## src/rtl/switch_io_pkg.sv

```systemverilog
// Shared types and constants for the switch input peripheral (switch_io_ctrl).
package switch_io_pkg;

    typedef enum logic {
        IDLE     = 1'b0,
        SETTLING = 1'b1
    } sw_state_e;

    localparam logic [1:0]  SW_LEVEL_OFS    = 2'b00;
    localparam logic [1:0]  SW_EDGE_OFS     = 2'b10;

    localparam int unsigned SW_RDATA_W      = 16;
    localparam int unsigned SW_DB_LIMIT_DEF = 1_000_000;
    localparam int unsigned SW_DB_CNT_W_DEF = 20;

endpackage

```

## src/rtl/switch_io_ctrl_if.sv

```systemverilog
// Router-side read bus of the switch peripheral: decode strobe, read strobe, offset, data.
interface switch_io_ctrl_if;
    import switch_io_pkg::*;

    logic                  switch_ctrl;
    logic                  io_read;
    logic [1:0]            addr_low;
    logic [SW_RDATA_W-1:0] io_rdata;

    modport master (output switch_ctrl, output io_read, output addr_low, input  io_rdata);
    modport slave  (input  switch_ctrl, input  io_read, input  addr_low, output io_rdata);

endinterface

```

## src/rtl/switch_sync.sv

```systemverilog
// Plain two-flop synchroniser for asynchronous switch pins.
module switch_sync #(
    parameter int unsigned W = 16
) (
    input  logic         clock,
    input  logic         reset,
    input  logic [W-1:0] d_i,
    output logic [W-1:0] q_o
);

    logic [W-1:0] s1_q;
    logic [W-1:0] sync_q;

    always_ff @(posedge clock or negedge reset) begin
        if (!reset) begin
            s1_q   <= '0;
            sync_q <= '0;
        end else begin
            s1_q   <= d_i;
            sync_q <= s1_q;
        end
    end

    assign q_o = sync_q;

endmodule

```

## src/rtl/switch_io_ctrl.sv

```systemverilog
// Synchronises and debounces DIP switches and serves them on the router read bus.
// Define SWITCH_EDGE_CAPTURE_EN to add the sticky rising-edge register at offset 2'b10.
module switch_io_ctrl
    import switch_io_pkg::*;
#(
    parameter int unsigned SW_W     = 16,
    parameter int unsigned DB_LIMIT = SW_DB_LIMIT_DEF,
    parameter int unsigned DB_CNT_W = SW_DB_CNT_W_DEF
) (
    input  logic            clock,
    input  logic            reset,
    input  logic [SW_W-1:0] switch_i,
    switch_io_ctrl_if.slave bus
);

    localparam logic [DB_CNT_W-1:0] CNT_MAX = DB_CNT_W'(DB_LIMIT - 1);

    logic [SW_W-1:0]     sync;
    sw_state_e           state_q, state_d;
    logic [SW_W-1:0]     cand_q, cand_d;
    logic [SW_W-1:0]     deb_q, deb_d;
    logic [DB_CNT_W-1:0] cnt_q, cnt_d;
    logic [SW_W-1:0]     edge_rd;
    logic                read_hit;
    logic [SW_RDATA_W-1:0] rdata_c;

    switch_sync #(.W(SW_W)) u_sync (
        .clock (clock),
        .reset (reset),
        .d_i   (switch_i),
        .q_o   (sync)
    );

    // One shared counter: any change of the candidate restarts the whole vector's settle time.
    always_comb begin
        state_d = state_q;
        cand_d  = cand_q;
        deb_d   = deb_q;
        cnt_d   = cnt_q;
        case (state_q)
            IDLE: begin
                if (sync != deb_q) begin
                    state_d = SETTLING;
                    cand_d  = sync;
                    cnt_d   = '0;
                end
            end
            SETTLING: begin
                if (sync != cand_q) begin
                    cand_d = sync;
                    cnt_d  = '0;
                end else if (sync == deb_q) begin
                    state_d = IDLE;
                end else if (cnt_q == CNT_MAX) begin
                    deb_d   = cand_q;
                    state_d = IDLE;
                end else begin
                    cnt_d = cnt_q + DB_CNT_W'(1);
                end
            end
        endcase
    end

    always_ff @(posedge clock or negedge reset) begin
        if (!reset) begin
            state_q <= IDLE;
            cand_q  <= '0;
            deb_q   <= '0;
            cnt_q   <= '0;
        end else begin
            state_q <= state_d;
            cand_q  <= cand_d;
            deb_q   <= deb_d;
            cnt_q   <= cnt_d;
        end
    end

    assign read_hit = bus.switch_ctrl & bus.io_read;

`ifdef SWITCH_EDGE_CAPTURE_EN
    logic [SW_W-1:0] edge_q, edge_d, rise;

    // deb_d differs from deb_q only on an accepted update, so this is cand & ~deb at that edge.
    always_comb begin
        rise = deb_d & ~deb_q;
        if (read_hit && (bus.addr_low == SW_EDGE_OFS)) begin
            edge_d = rise;
        end else begin
            edge_d = edge_q | rise;
        end
    end

    always_ff @(posedge clock or negedge reset) begin
        if (!reset) begin
            edge_q <= '0;
        end else begin
            edge_q <= edge_d;
        end
    end

    assign edge_rd = edge_q;
`else
    assign edge_rd = '0;
`endif

    always_comb begin
        rdata_c = '0;
        if (read_hit) begin
            case (bus.addr_low)
                SW_LEVEL_OFS: rdata_c = SW_RDATA_W'(deb_q);
                SW_EDGE_OFS:  rdata_c = SW_RDATA_W'(edge_rd);
                default:      rdata_c = '0;
            endcase
        end
    end

    assign bus.io_rdata = rdata_c;

endmodule

```

## src/flat_wrapper.sv

```systemverilog
// flat-port wrapper written by rule: the top's interface ports become plain ports
module switch_io_ctrl_flat import switch_io_pkg::*;
#(
    parameter int unsigned SW_W     = 16,
    parameter int unsigned DB_LIMIT = SW_DB_LIMIT_DEF,
    parameter int unsigned DB_CNT_W = SW_DB_CNT_W_DEF
)
  (clock, reset, switch_i, bus_switch_ctrl, bus_io_read, bus_addr_low, bus_io_rdata);
  switch_io_ctrl_if bus_i ();
  input  logic clock;
  input  logic reset;
  input  logic [SW_W-1:0] switch_i;
  input wire logic [$bits(bus_i.switch_ctrl)-1:0] bus_switch_ctrl;
  input wire logic [$bits(bus_i.io_read)-1:0] bus_io_read;
  input wire logic [$bits(bus_i.addr_low)-1:0] bus_addr_low;
  output wire logic [$bits(bus_i.io_rdata)-1:0] bus_io_rdata;
  assign bus_i.switch_ctrl = bus_switch_ctrl;
  assign bus_i.io_read = bus_io_read;
  assign bus_i.addr_low = bus_addr_low;
  assign bus_io_rdata = bus_i.io_rdata;
  switch_io_ctrl #(.SW_W(SW_W), .DB_LIMIT(DB_LIMIT), .DB_CNT_W(DB_CNT_W)) u_core (.clock(clock), .reset(reset), .switch_i(switch_i), .bus(bus_i));
endmodule
```

## config.mk

```make
export PLATFORM = sky130hd
export DESIGN_NAME = switch_io_ctrl_flat
export DESIGN_NICKNAME = d
export VERILOG_FILES = /design/src/rtl/switch_io_pkg.sv /design/src/rtl/switch_io_ctrl_if.sv /design/src/rtl/switch_sync.sv /design/src/rtl/switch_io_ctrl.sv /design/src/flat_wrapper.sv
export SDC_FILE = /design/constraint.sdc
export NUM_CORES = 1
export LEC_CHECK = 0
export BUFFER_PORTS_ARGS = -buffer_cell sky130_fd_sc_hd__buf_2
export CAP_MARGIN = 10
export CORE_ASPECT_RATIO = 0.9
export CORE_MARGIN = 4
export CORE_UTILIZATION = 60
export DETAILED_ROUTE_END_ITERATION = 8
export PLACE_DENSITY = 0.81
export SLEW_MARGIN = 20
export SYNTH_ARGS = -nofsm -noshare
export SYNTH_HDL_FRONTEND = slang
export SYNTH_HIERARCHICAL = 1
export SYNTH_SLANG_ARGS = --single-unit
```

## constraint.sdc

```tcl
create_clock -name clock -period 4 [get_ports clock]
set_input_delay 0.2 -clock clock [delete_from_list [all_inputs] [get_ports clock]]
set_output_delay 0.2 -clock clock [all_outputs]
set_load 0.02 [all_outputs]
```

==> results.env, run 1 <==
RUN_STATUS='completed'
WORST_SETUP_PATH_END_KIND='flip-flop'
FINISH.NET_COUNT=384
VIA_PER_INST=5.658
CORE-AREA_UM2=6115
CTS_BUFFERS=9
DRCVIOLATIONCOUNT=0
DIE_AREA_UM2=7615
GLOBALROUTEMET2UTIL=0.3271
P_PER_AREA_nW_PER_UM2=359.7
YOSYSWARNINGS=6
TIMING.HOLD.WORST_PATH_DEPTH=0
PIN_COUNT_OF_THE_BIGGEST_NET_ENTERING_GLOBAL_ROUTING=86
FINALMAXSLEWVIOLATIONS=0
CP.ARRIVAL_PS=3290
CRITPATHMAXFANOUT=16
LAYOUT-AREA-OVERHEAD-VS-SYNTH_PCT=16.40
PORTBUFFERS=37
FINALCRITPERIODSHARE=0.7623
POST-ROUTE-MIN-PERIOD_PS=3049
P_TOTAL_mW=1.578
CTS_ROOT_BUFFER='sky130_fd_sc_hd__clkbuf_8'
INSERTION_DELAY_PS=360
WORSTHOLDENDPOINT='u_core/u_sync/q_o[1]$_DFF_PN0_'
ROUTED_WIRE_LENGTH_PER_INSTANCE_UM=16.15
WORST-ENDPOINT-REQUIRED_PS=4240
HOLD_CLASS='flip-flop to flip-flop'
FIN_WORST_SKEW_PS=12.26
COMMONEST_NON_FILL_NON_TAP_CELLS_IN_THE_LAYOUT='sky130_fd_sc_hd__dfrtp_1 (85), sky130_fd_sc_hd__buf_2 (36), sky130_fd_sc_hd__xor2_1 (32)'
CTS_MAX_PATH_BUFFERS=2
CLOCK_TREE.HTREE_LEVEL_COUNT=3
SYNTH-MAIN-FF-CELL='sky130_fd_sc_hd__dfrtp_1'
FINAL-INSTANCE-COUNT-EXCL-FILL=453
YS_FF_LATCH=85
SLEW_HR=0.3542
TIMING.CRITICAL_PATH.FROM_TYPE='flip-flop'
REG2REG_SLACK_PS=950
SETUP_REPAIR_AFTER_GLOBAL_ROUTING_MISSED_ITS_MARGIN='no'
MAX_CLOCK_FREQ_GHz=0.3280
IR_WORST_VDD_V=0.0003596
DETAIL-ROUTE-ANTENNA-NETS=0
TRACK_USAGE=0.2120
DP_CELLS=420
ROWS=27
SYN-INSTANCE-COUNT=302
SYNTH_ENABLE_FLOP_CELLS=0
GLOBAL_ROUTE.USAGE.MET1=0.2914
SYNTH_AREA_PER_CELL_UM2=12.48
INITIAL_CORE_UTIL=0.6163
DRT_PASS1_ITERATIONS=4
HOLDBUFCOUNTCTS=16
CLK_PIN_SLEW_WORST_PATHS_PS=90
POST_CTS_BUFFERS=0
NUM_ANTENNA_CELLS=0
CRIT-REG2REG-LAUNCH='u_core/u_sync/q_o[11]$_DFF_PN0_'
DIE_WIDTH_UM=91.54
TIMING_WORST_SETUP_PATH_TYPE='flip-flop to flip-flop'
POSTSYNTHNETCOUNT=325
LAYOUT.CELL_AREA.NON_FILLER_UM2=4387
CRITICAL_PATH.REG2REG.ENDPOINT='u_core/deb_q[14]$_DFFE_PN0P_'
FINAL.SETUP.TNS_PS=0
YS_TYPES=50
PLACE_AREA_UM2=4015
GRTUSAGEMET3=0.05525
FINALWIRELENGTH_UM=7314
ROUTABILITY_CONGESTION_ESTIMATE_FROM_GLOBAL_PLACEMENT=0.8613
REG2REGPATHDEPTH=5
TRITONCTS='yes'
CTS.SINK_COUNT=85
ANTENNA_FOUND_INITIAL=0
FP.DIEH_UM=83.19
GRT_PASS1_VIAS=2614
FINAL_HOLD_VIOL_COUNT=0
GRT_FIRST_PASS_WIRELENGTH_UM=12570
WORSTSETUPSTARTPOINT='u_core/u_sync/q_o[11]$_DFF_PN0_'
POST_SYNTH_INSTANCE_AREA_UM2=3769
TIMING.HOLD.WORST.START='u_core/u_sync/s1_q[1]$_DFF_PN0_'
SETUP-VIOLATIONS-FINAL=0
CAP_VIOLATIONS=0
FIN_UTIL=0.7174
BUSIEST_LAYER='met2'
SYNTH_SEQUENTIAL_AREA_RATIO=0.5644
WORSTMARGINPINSLEW_PS=968.7
IO-PIN-COUNT=38
FINAL_COMMON_CELL='sky130_fd_sc_hd__dfrtp_1'
POST_CTS_RESIZED=0
DRIVE_ABOVE_1_SHARE=0.2404
ASYNC_RESET_FF_FRAC=1.000
TOTAL_CONGESTION_OVERFLOW=0
POWER_LEAKAGE_nW=2.060
PLACE_HPWL_UM=4849
VIAS=2563
DRT_FIRST_ITER_VIOLATIONS=184
[flip-flops by register name (all words and copies together), names as in the netlist]
register            flops
u_core/cnt_q           20
u_core/cand_q          16
u_core/deb_q           16
u_core/u_sync/q_o      16
u_core/u_sync/s1_q     16
u_core/state_q          1
[metal layers]
layer,wire [um],part of all wire
met3,379,0.052
met5,0,0
met1,3445,0.47
met2,3362,0.46
met4,127,0.017
[how the worst max path moves through the flow]
stage / endpoint / slack [ps] / depth (start not counted)
floorplan: u_core/deb_q[10]$_DFFE_PN0P_ / 1840 / 8
global placement: u_core/deb_q[13]$_DFFE_PN0P_ / 1170 / 5
detailed placement: u_core/deb_q[7]$_DFFE_PN0P_ / 990 / 5
CTS: u_core/deb_q[14]$_DFFE_PN0P_ / 990 / 5
global route: u_core/deb_q[14]$_DFFE_PN0P_ / 810 / 5
finish: u_core/deb_q[14]$_DFFE_PN0P_ / 950 / 5
[report_power, final]
| group | leakage [nW] | internal, mW | switching (mW) | total (mW) |
|---|---|---|---|---|
| Clock | 0.0895 | 0.293 | 0.312 | 0.605 |
| Combinational | 0.899 | 0.0352 | 0.0345 | 0.0697 |
| Sequential | 1.07 | 0.883 | 0.0199 | 0.903 |
[cell usage after synthesis (2+ instances only)]
master | instances | area share
sky130_fd_sc_hd__nand3_1 | 9 | 0.012
sky130_fd_sc_hd__nand4_1 | 5 | 0.0083
sky130_fd_sc_hd__and2_1 | 17 | 0.028
sky130_fd_sc_hd__nor3_1 | 5 | 0.0066
sky130_fd_sc_hd__o21ai_1 | 2 | 0.0027
sky130_fd_sc_hd__o21ai_0 | 12 | 0.016
sky130_fd_sc_hd__nor4_1 | 13 | 0.022
sky130_fd_sc_hd__nand2_1 | 23 | 0.023
sky130_fd_sc_hd__mux2_4 | 10 | 0.040
sky130_fd_sc_hd__and3_1 | 5 | 0.0083
sky130_fd_sc_hd__mux2_1 | 8 | 0.024
sky130_fd_sc_hd__dfrtp_1 | 85 | 0.56
sky130_fd_sc_hd__and4_1 | 3 | 0.0070
sky130_fd_sc_hd__and3_2 | 2 | 0.0040
sky130_fd_sc_hd__inv_1 | 2 | 0.0020
sky130_fd_sc_hd__mux2_2 | 14 | 0.042
sky130_fd_sc_hd__mux2i_1 | 4 | 0.011
sky130_fd_sc_hd__nor2b_1 | 2 | 0.0033
sky130_fd_sc_hd__or3_1 | 3 | 0.0050
sky130_fd_sc_hd__nor4b_4 | 2 | 0.013
sky130_fd_sc_hd__nor2_1 | 8 | 0.0080
sky130_fd_sc_hd__buf_2 | 3 | 0.0040
sky130_fd_sc_hd__a21oi_1 | 5 | 0.0066
sky130_fd_sc_hd__a21o_1 | 2 | 0.0040
sky130_fd_sc_hd__xor2_1 | 32 | 0.074
sky130_fd_sc_hd__a221o_1 | 2 | 0.0053
[kinds of logic after synthesis]
| logic type | share of synthesized area |
|---|---|
| muxes | 0.1162 |
| adders and majority gates | 0.003320 |
| xor gates and xnor gates | 0.07437 |
| and+or+nand+nor | 0.1667 |
| AOI/OAI and AO/OA | 0.05678 |
| buffers and inverters | 0.01826 |
| DFF | 0.5644 |
[through the flow]
stage                     hold WS (ps)  setup slack [ps]
after CTS                        45.11             989.6
after floorplan                 -95.59              1843
after detailed placement         309.3             989.0
after global routing             360.8             806.8
final                            353.2             950.8
after global placement           307.8              1166
[final cells by class]
class	instances	area [um2]
Sequential cell	85	2127
Fill cell	413	1728
Multi-Input combinational cell	207	1573
Timing Repair Buffer	55	369.1
Clock buffer	10	127.6
Tap cell	87	108.9
Clock inverter	6	70.07
Inverter	3	11.26
[worst max-delay path, stage by stage, from the launching register on]
cell	delay [ps]
sky130_fd_sc_hd__dfrtp_1	420
sky130_fd_sc_hd__xor2_1	160
sky130_fd_sc_hd__nor4_1	450
sky130_fd_sc_hd__nand4_1	540
sky130_fd_sc_hd__or3_1	910
sky130_fd_sc_hd__mux2_4	450
Note: power is estimated with default switching activity, not from simulation.
==> inputs of run 2 (changes only) <==
- CORE_UTILIZATION: 60 -> 53
- PLACE_DENSITY: 0.81 -> 0.76
- clock period: 4 -> 2.7 ns (I/O delays scaled with it)
==> run 2 against run 1 <==
  * Power rose by 51%
  * Via count down 1.3%
  * Global-route usage is 1.5 points lower
  * Largest cell class unchanged
==> results.env, run 2 (synthesis results as in run 1) <==
PLACE_AREA_UM2=4079
FIN_WORST_SKEW_PS=11.40
FINAL_HOLD_VIOL_COUNT=0
BUSIEST_LAYER='met2'
POST-ROUTE-MIN-PERIOD_PS=2462
CTS_MAX_PATH_BUFFERS=2
DIE_WIDTH_UM=96.89
CPLARGESTDELAYFAMILY='simple AND/OR/NAND/NOR gates'
CTS_ROOT_BUFFER='sky130_fd_sc_hd__clkbuf_8'
LAYOUT.CELL_AREA.NON_FILLER_UM2=4463
TRITONCTS='yes'
FINISH.NET_COUNT=392
SLEW_HR=0.5168
IR_WORST_VDD_V=0.0003408
WORSTSETUPPATHDEPTH=6
CTS.SINK_COUNT=85
TRACK_USAGE=0.1975
IO-PIN-COUNT=38
PORTBUFFERS=37
LARGEST_REGISTER_FF_COUNT=20
CP.ARRIVAL_PS=2710
TOTAL_CONGESTION_OVERFLOW=0
TIMING_WORST_SETUP_PATH_TYPE='flip-flop to flip-flop'
GRT_FIRST_PASS_WIRELENGTH_UM=13200
DRT_PASS1_ITERATIONS=4
GLOBAL_ROUTE.USAGE.MET1=0.2616
VIA_PER_INST=5.453
PIN_COUNT_OF_THE_BIGGEST_NET_ENTERING_GLOBAL_ROUTING=86
CAP_VIOLATIONS=0
DRCVIOLATIONCOUNT=0
PLACE_HPWL_UM=4977
COMMONEST_NON_FILL_NON_TAP_CELLS_IN_THE_LAYOUT='sky130_fd_sc_hd__dfrtp_1 (85), sky130_fd_sc_hd__buf_2 (36), sky130_fd_sc_hd__xor2_1 (32)'
CORE-AREA_UM2=6726
TIMING.CRITICAL_PATH.BUF_INV=1
ROWS=28
P_PER_AREA_nW_PER_UM2=534.3
HOLD_CLASS='flip-flop to flip-flop'
DIE_AREA_UM2=8525
GLOBALROUTEMET2UTIL=0.3202
ANTENNA_FOUND_INITIAL=0
CRITPATHMAXFANOUT=16
WORSTMARGINPINSLEW_PS=724.9
CLOCK_TREE.HTREE_LEVEL_COUNT=3
POST_CTS_RESIZED=0
FINAL.SETUP.TNS_PS=0
P_TOTAL_mW=2.385
SETUP-VIOLATIONS-FINAL=0
LAYOUT-AREA-OVERHEAD-VS-SYNTH_PCT=18.43
MAX_CLOCK_FREQ_GHz=0.4061
FINALMAXSLEWVIOLATIONS=0
TIMING.HOLD.WORST_PATH_DEPTH=0
SETUP_REPAIR_AFTER_GLOBAL_ROUTING_MISSED_ITS_MARGIN='no'
GRT_PASS1_VIAS=2632
FP.DIEH_UM=88.00
INSERTION_DELAY_PS=360
WORST_PATH_MAX_DELAY_CELL='sky130_fd_sc_hd__nor4_1'
ROUTABILITY_CONGESTION_ESTIMATE_FROM_GLOBAL_PLACEMENT=0.8454
RUN_STATUS='completed'
INITIAL_CORE_UTIL=0.5603
ROUTED_WIRE_LENGTH_PER_INSTANCE_UM=15.84
CTS_BUFFERS=9
NFILLCELLS=529
DRT_FIRST_ITER_VIOLATIONS=95
VIAS=2530
CPPEAKSTAGEDELAY_PS=530
MAX_FLOP_REGISTER='u_core/cnt_q'
POWER_LEAKAGE_nW=2.115
FINALWIRELENGTH_UM=7350
FINALCRITPERIODSHARE=0.9120
CLK_PIN_SLEW_WORST_PATHS_PS=90
TIMING.CRITICAL_PATH.FROM_TYPE='flip-flop'
WORST_SETUP_PATH_END_KIND='flip-flop'
REG2REGPATHDEPTH=6
NUM_ANTENNA_CELLS=0
GRTUSAGEMET3=0.05016
DRIVE_ABOVE_1_SHARE=0.2594
WORST-ENDPOINT-REQUIRED_PS=2950
DETAIL-ROUTE-ANTENNA-NETS=0
FINAL_COMMON_CELL='sky130_fd_sc_hd__dfrtp_1'
CELLS_TRAVERSED_ALONG_THE_WORST_TIMING_PATH='xor2_1 > nor4_1 > and4_1 > or3_1 > buf_4 > mux2_2'
[run 2: cell count changes in the layout (fill, tap and decap cells not counted), sizes merged]
cell	change
buf	+8
inv	+3
clkinvlp	-2
clkbuf	-1
[run 2: final timing paths]
check,from,to,slack (ps)
min,u_core/u_sync/s1_q[8]$_DFF_PN0_,u_core/u_sync/q_o[8]$_DFF_PN0_,350
max in group asynchronous,reset,u_core/cnt_q[17]$_DFFE_PN0P_,1810
min in group asynchronous,reset,u_core/u_sync/q_o[5]$_DFF_PN0_,400
max reg2reg,u_core/u_sync/q_o[8]$_DFF_PN0_,u_core/deb_q[2]$_DFFE_PN0P_,240
min reg2reg,u_core/u_sync/s1_q[8]$_DFF_PN0_,u_core/u_sync/q_o[8]$_DFF_PN0_,350
max,u_core/u_sync/q_o[8]$_DFF_PN0_,u_core/deb_q[2]$_DFFE_PN0P_,240
[run 2: worst reg2reg max path: stages (launching register included)]
cell and delay [ps]:
sky130_fd_sc_hd__dfrtp_1 430, sky130_fd_sc_hd__xor2_1 170, sky130_fd_sc_hd__nor4_1 530, sky130_fd_sc_hd__and4_1 400, sky130_fd_sc_hd__or3_1 140, sky130_fd_sc_hd__buf_4 280
sky130_fd_sc_hd__mux2_2 390
[run 2: layer usage]
layer  up-vias  routed length [um]  share of wire
met5         -                   0              0
met1      1249                3448           0.47
li1       1213                   -              -
met4         0                 125          0.017
met3        14                 364          0.050
met2        54                3412           0.46
[run 2: stage by stage]
step	util	hold slack [ps]	setup WS (ps)	instances
detailed placement	0.6064	244.7	224.7	431
global route	0.6635	356.5	22.15	464
finish	0.6635	351.0	237.6	464
global placement	0.6064	242.8	297.4	431
CTS	0.6629	353.1	203.3	464
floorplan	-	-160.6	543.3	302
[run 2: area by class of cell]
type / count / area, um2 / share of cell area
multi-input combinational: 207 / 1573 / 0.3524
tap: 90 / 112.6 / 0.02523
clock buffer: 9 / 123.9 / 0.02775
inverter: 3 / 11.26 / 0.002523
sequential: 85 / 2127 / 0.4766
clock inverter: 7 / 86.33 / 0.01934
timing repair buffer: 63 / 429.2 / 0.09616
[run 2: repair_timing]
action                    CTS  global route
hold buffers               17             0
hold endpoints to repair   93             0
setup buffers               0             0
[run 2: power breakdown]
group / total [mW] / internal [mW] / switching, mW
clock network: 0.945 / 0.450 / 0.496
logic: 0.102 / 0.0522 / 0.0500
registers: 1.34 / 1.31 / 0.0287
==> inputs of run 3 (changes only) <==
- CELL_PAD_IN_SITES_DETAIL_PLACEMENT: not set -> 1
- CELL_PAD_IN_SITES_GLOBAL_PLACEMENT: not set -> 2
- CORE_UTILIZATION: 53 -> 36
- PLACE_DENSITY: 0.76 -> 0.75
==> run 3 against run 2 <==
  * Setup slack better by 49 ps
  * Clock skew down 3.7 ps
  * Power up 18%
==> results.env, run 3 (synthesis results as in run 1) <==
SWITCHING_SHARE=0.2223
CLOCK_TREE.HTREE_LEVEL_COUNT=3
TIMING_WORST_SETUP_PATH_TYPE='flip-flop to flip-flop'
CORE-AREA_UM2=10250
NUM_ANTENNA_CELLS=0
POST-ROUTE-MIN-PERIOD_PS=2414
RUN_STATUS='completed'
CAP_VIOLATIONS=0
CTS_ROOT_BUFFER='sky130_fd_sc_hd__clkbuf_16'
SETUP-VIOLATIONS-FINAL=0
COMMONEST_NON_FILL_NON_TAP_CELLS_IN_THE_LAYOUT='sky130_fd_sc_hd__dfrtp_1 (85), sky130_fd_sc_hd__buf_2 (36), sky130_fd_sc_hd__xor2_1 (32)'
ROUTABILITY_CONGESTION_ESTIMATE_FROM_GLOBAL_PLACEMENT=0.7165
P_PER_AREA_nW_PER_UM2=604.0
CRITICAL_PATH.REG2REG.ENDPOINT='u_core/cnt_q[13]$_DFFE_PN0P_'
PWR-SHARE-COMB=0.039
TRACK_USAGE=0.1621
DRT_FIRST_ITER_VIOLATIONS=67
TRITONCTS='yes'
HOLD_CLASS='input pin to async pin'
PORTBUFFERS=37
PLACE_HPWL_UM=5916
SHARE_CLK_OF_TOTAL_POWER=0.485
DRCVIOLATIONCOUNT=0
NFILLCELLS=1083
CLK_PIN_SLEW_WORST_PATHS_PS=70
HOLDBUFCOUNTCTS=17
WORST_SETUP_PATH_END_KIND='flip-flop'
FP.DIEH_UM=105.1
DRT_PASS1_ITERATIONS=4
FINALWIRELENGTH_UM=8712
FINAL_COMMON_CELL='sky130_fd_sc_hd__dfrtp_1'
REG2REGPATHDEPTH=7
ROWS=35
P_TOTAL_mW=2.814
TIMING.CRITICAL_PATH.FROM_TYPE='flip-flop'
DIE_WIDTH_UM=115.9
FIN_WORST_SKEW_PS=7.707
POST_CTS_RESIZED=0
POWER.SEQUENTIAL.FRACTION=0.476
FINAL.SETUP.TNS_PS=0
FINALCRITPERIODSHARE=0.8939
INTERNAL_POWER_SUMMED_OVER_ALL_CELLS_mW=2.188
IR_WORST_VDD_V=0.0004049
SLEW_HR=0.6488
TOTAL_CONGESTION_OVERFLOW=0
INSERTION_DELAY_PS=350
MAX_FLOP_REGISTER='u_core/cnt_q'
POST_CTS_BUFFERS=0
DETAIL-ROUTE-ANTENNA-NETS=0
REG2REG_SLACK_PS=290
POWER_LEAKAGE_nW=2.181
NET-SWITCHING-POWER_uW=625.5
SETUP_REPAIR_AFTER_GLOBAL_ROUTING_MISSED_ITS_MARGIN='no'
CRITPATHMAXFANOUT=5
ANTENNA_FOUND_INITIAL=0
WORST-ENDPOINT-REQUIRED_PS=2970
IO-PIN-COUNT=38
LARGEST_REGISTER_FF_COUNT=20
VIA_PER_INST=5.089
LAYOUT-AREA-OVERHEAD-VS-SYNTH_PCT=23.61
FINAL_HOLD_VIOL_COUNT=0
INITIAL_CORE_UTIL=0.3678
DIE_AREA_UM2=12170
ROUTED_WIRE_LENGTH_PER_INSTANCE_UM=17.29
DRIVE_ABOVE_1_SHARE=0.2613
CP.ARRIVAL_PS=2680
CTS.SINK_COUNT=85
GRT_FIRST_PASS_WIRELENGTH_UM=15190
CTS_BUFFERS=9
MAX_CLOCK_FREQ_GHz=0.4143
GRT_PASS1_VIAS=2901
WORSTMARGINPINSLEW_PS=526.7
CTS_MAX_PATH_BUFFERS=2
FINISH.NET_COUNT=393
CRIT-REG2REG-LAUNCH='u_core/cand_q[5]$_DFFE_PN0P_'
VIAS=2565
PIN_COUNT_OF_THE_BIGGEST_NET_ENTERING_GLOBAL_ROUTING=48
FINALMAXSLEWVIOLATIONS=0
[run 3: area by class of cell]
cell class                 instances  area [um2]  share of cell area
clock buffer                       9       225.2             0.04835
clock inverter                     7       102.6             0.02203
inverter                           3       11.26            0.002417
multi-input combinational        207        1573              0.3376
sequential                        85        2127              0.4566
tap                              129       161.4             0.03465
timing repair buffer              64       457.9             0.09831
[run 3: power by group through the flow]
stage          Sequential [mW]  Combinational (mW)  Clock [mW]
3_5_place_dp              1.36              0.0909           0
5_1_grt                   1.34               0.124        1.45
2_1_floorplan             1.36              0.0357           0
4_1_cts                   1.34               0.112        1.40
6_report                  1.34               0.109        1.37
3_3_place_gp              1.36              0.0903           0
[run 3: worst max path at each step]
stage / from / end / slack, ps / cells after the start
6_report: u_core/cand_q[5]$_DFFE_PN0P_ / u_core/cnt_q[13]$_DFFE_PN0P_ / 290 / 7
5_1_grt: u_core/cand_q[5]$_DFFE_PN0P_ / u_core/cnt_q[3]$_DFFE_PN0P_ / 80 / 8
4_1_cts: u_core/cand_q[5]$_DFFE_PN0P_ / u_core/cnt_q[3]$_DFFE_PN0P_ / 260 / 8
3_5_place_dp: u_core/cand_q[5]$_DFFE_PN0P_ / u_core/cnt_q[3]$_DFFE_PN0P_ / 370 / 8
3_3_place_gp: u_core/u_sync/q_o[11]$_DFF_PN0_ / u_core/cnt_q[3]$_DFFE_PN0P_ / 400 / 8
2_1_floorplan: u_core/cnt_q[0]$_DFFE_PN0P_ / u_core/deb_q[10]$_DFFE_PN0P_ / 540 / 8
[run 3: through the flow]
step | setup WS, ps | hold WS (ps) | instances | utilization | cell area, um2
after floorplan | 543.3 | -160.6 | 302 | - | 3769
after global placement | 400.5 | 149.7 | 471 | 0.4060 | 4160
after detailed placement | 370.8 | 150.5 | 471 | 0.4060 | 4160
after CTS | 260.2 | 320.5 | 504 | 0.4546 | 4658
after global routing | 83.56 | 355.2 | 504 | 0.4546 | 4658
final | 286.5 | 304.8 | 504 | 0.4546 | 4658
[run 3: critical path, cell delays in order, from the launching register on]
cell and delay, ps:
sky130_fd_sc_hd__dfrtp_1 400, sky130_fd_sc_hd__xor2_1 180, sky130_fd_sc_hd__nor4_1 490, sky130_fd_sc_hd__nand4_1 290, sky130_fd_sc_hd__buf_4 240, sky130_fd_sc_hd__or2_1 260, sky130_fd_sc_hd__or3_1 350, sky130_fd_sc_hd__mux2i_1 130
[run 3: per-layer routing]
layer,part of all wire,vias to the layer above,global-route usage
li1,-,1216,-
met1,0.46,1310,0.2108
met2,0.50,30,0.2625
met3,0.031,9,0.04748
met4,0.011,0,0.04474
met5,0,-,0
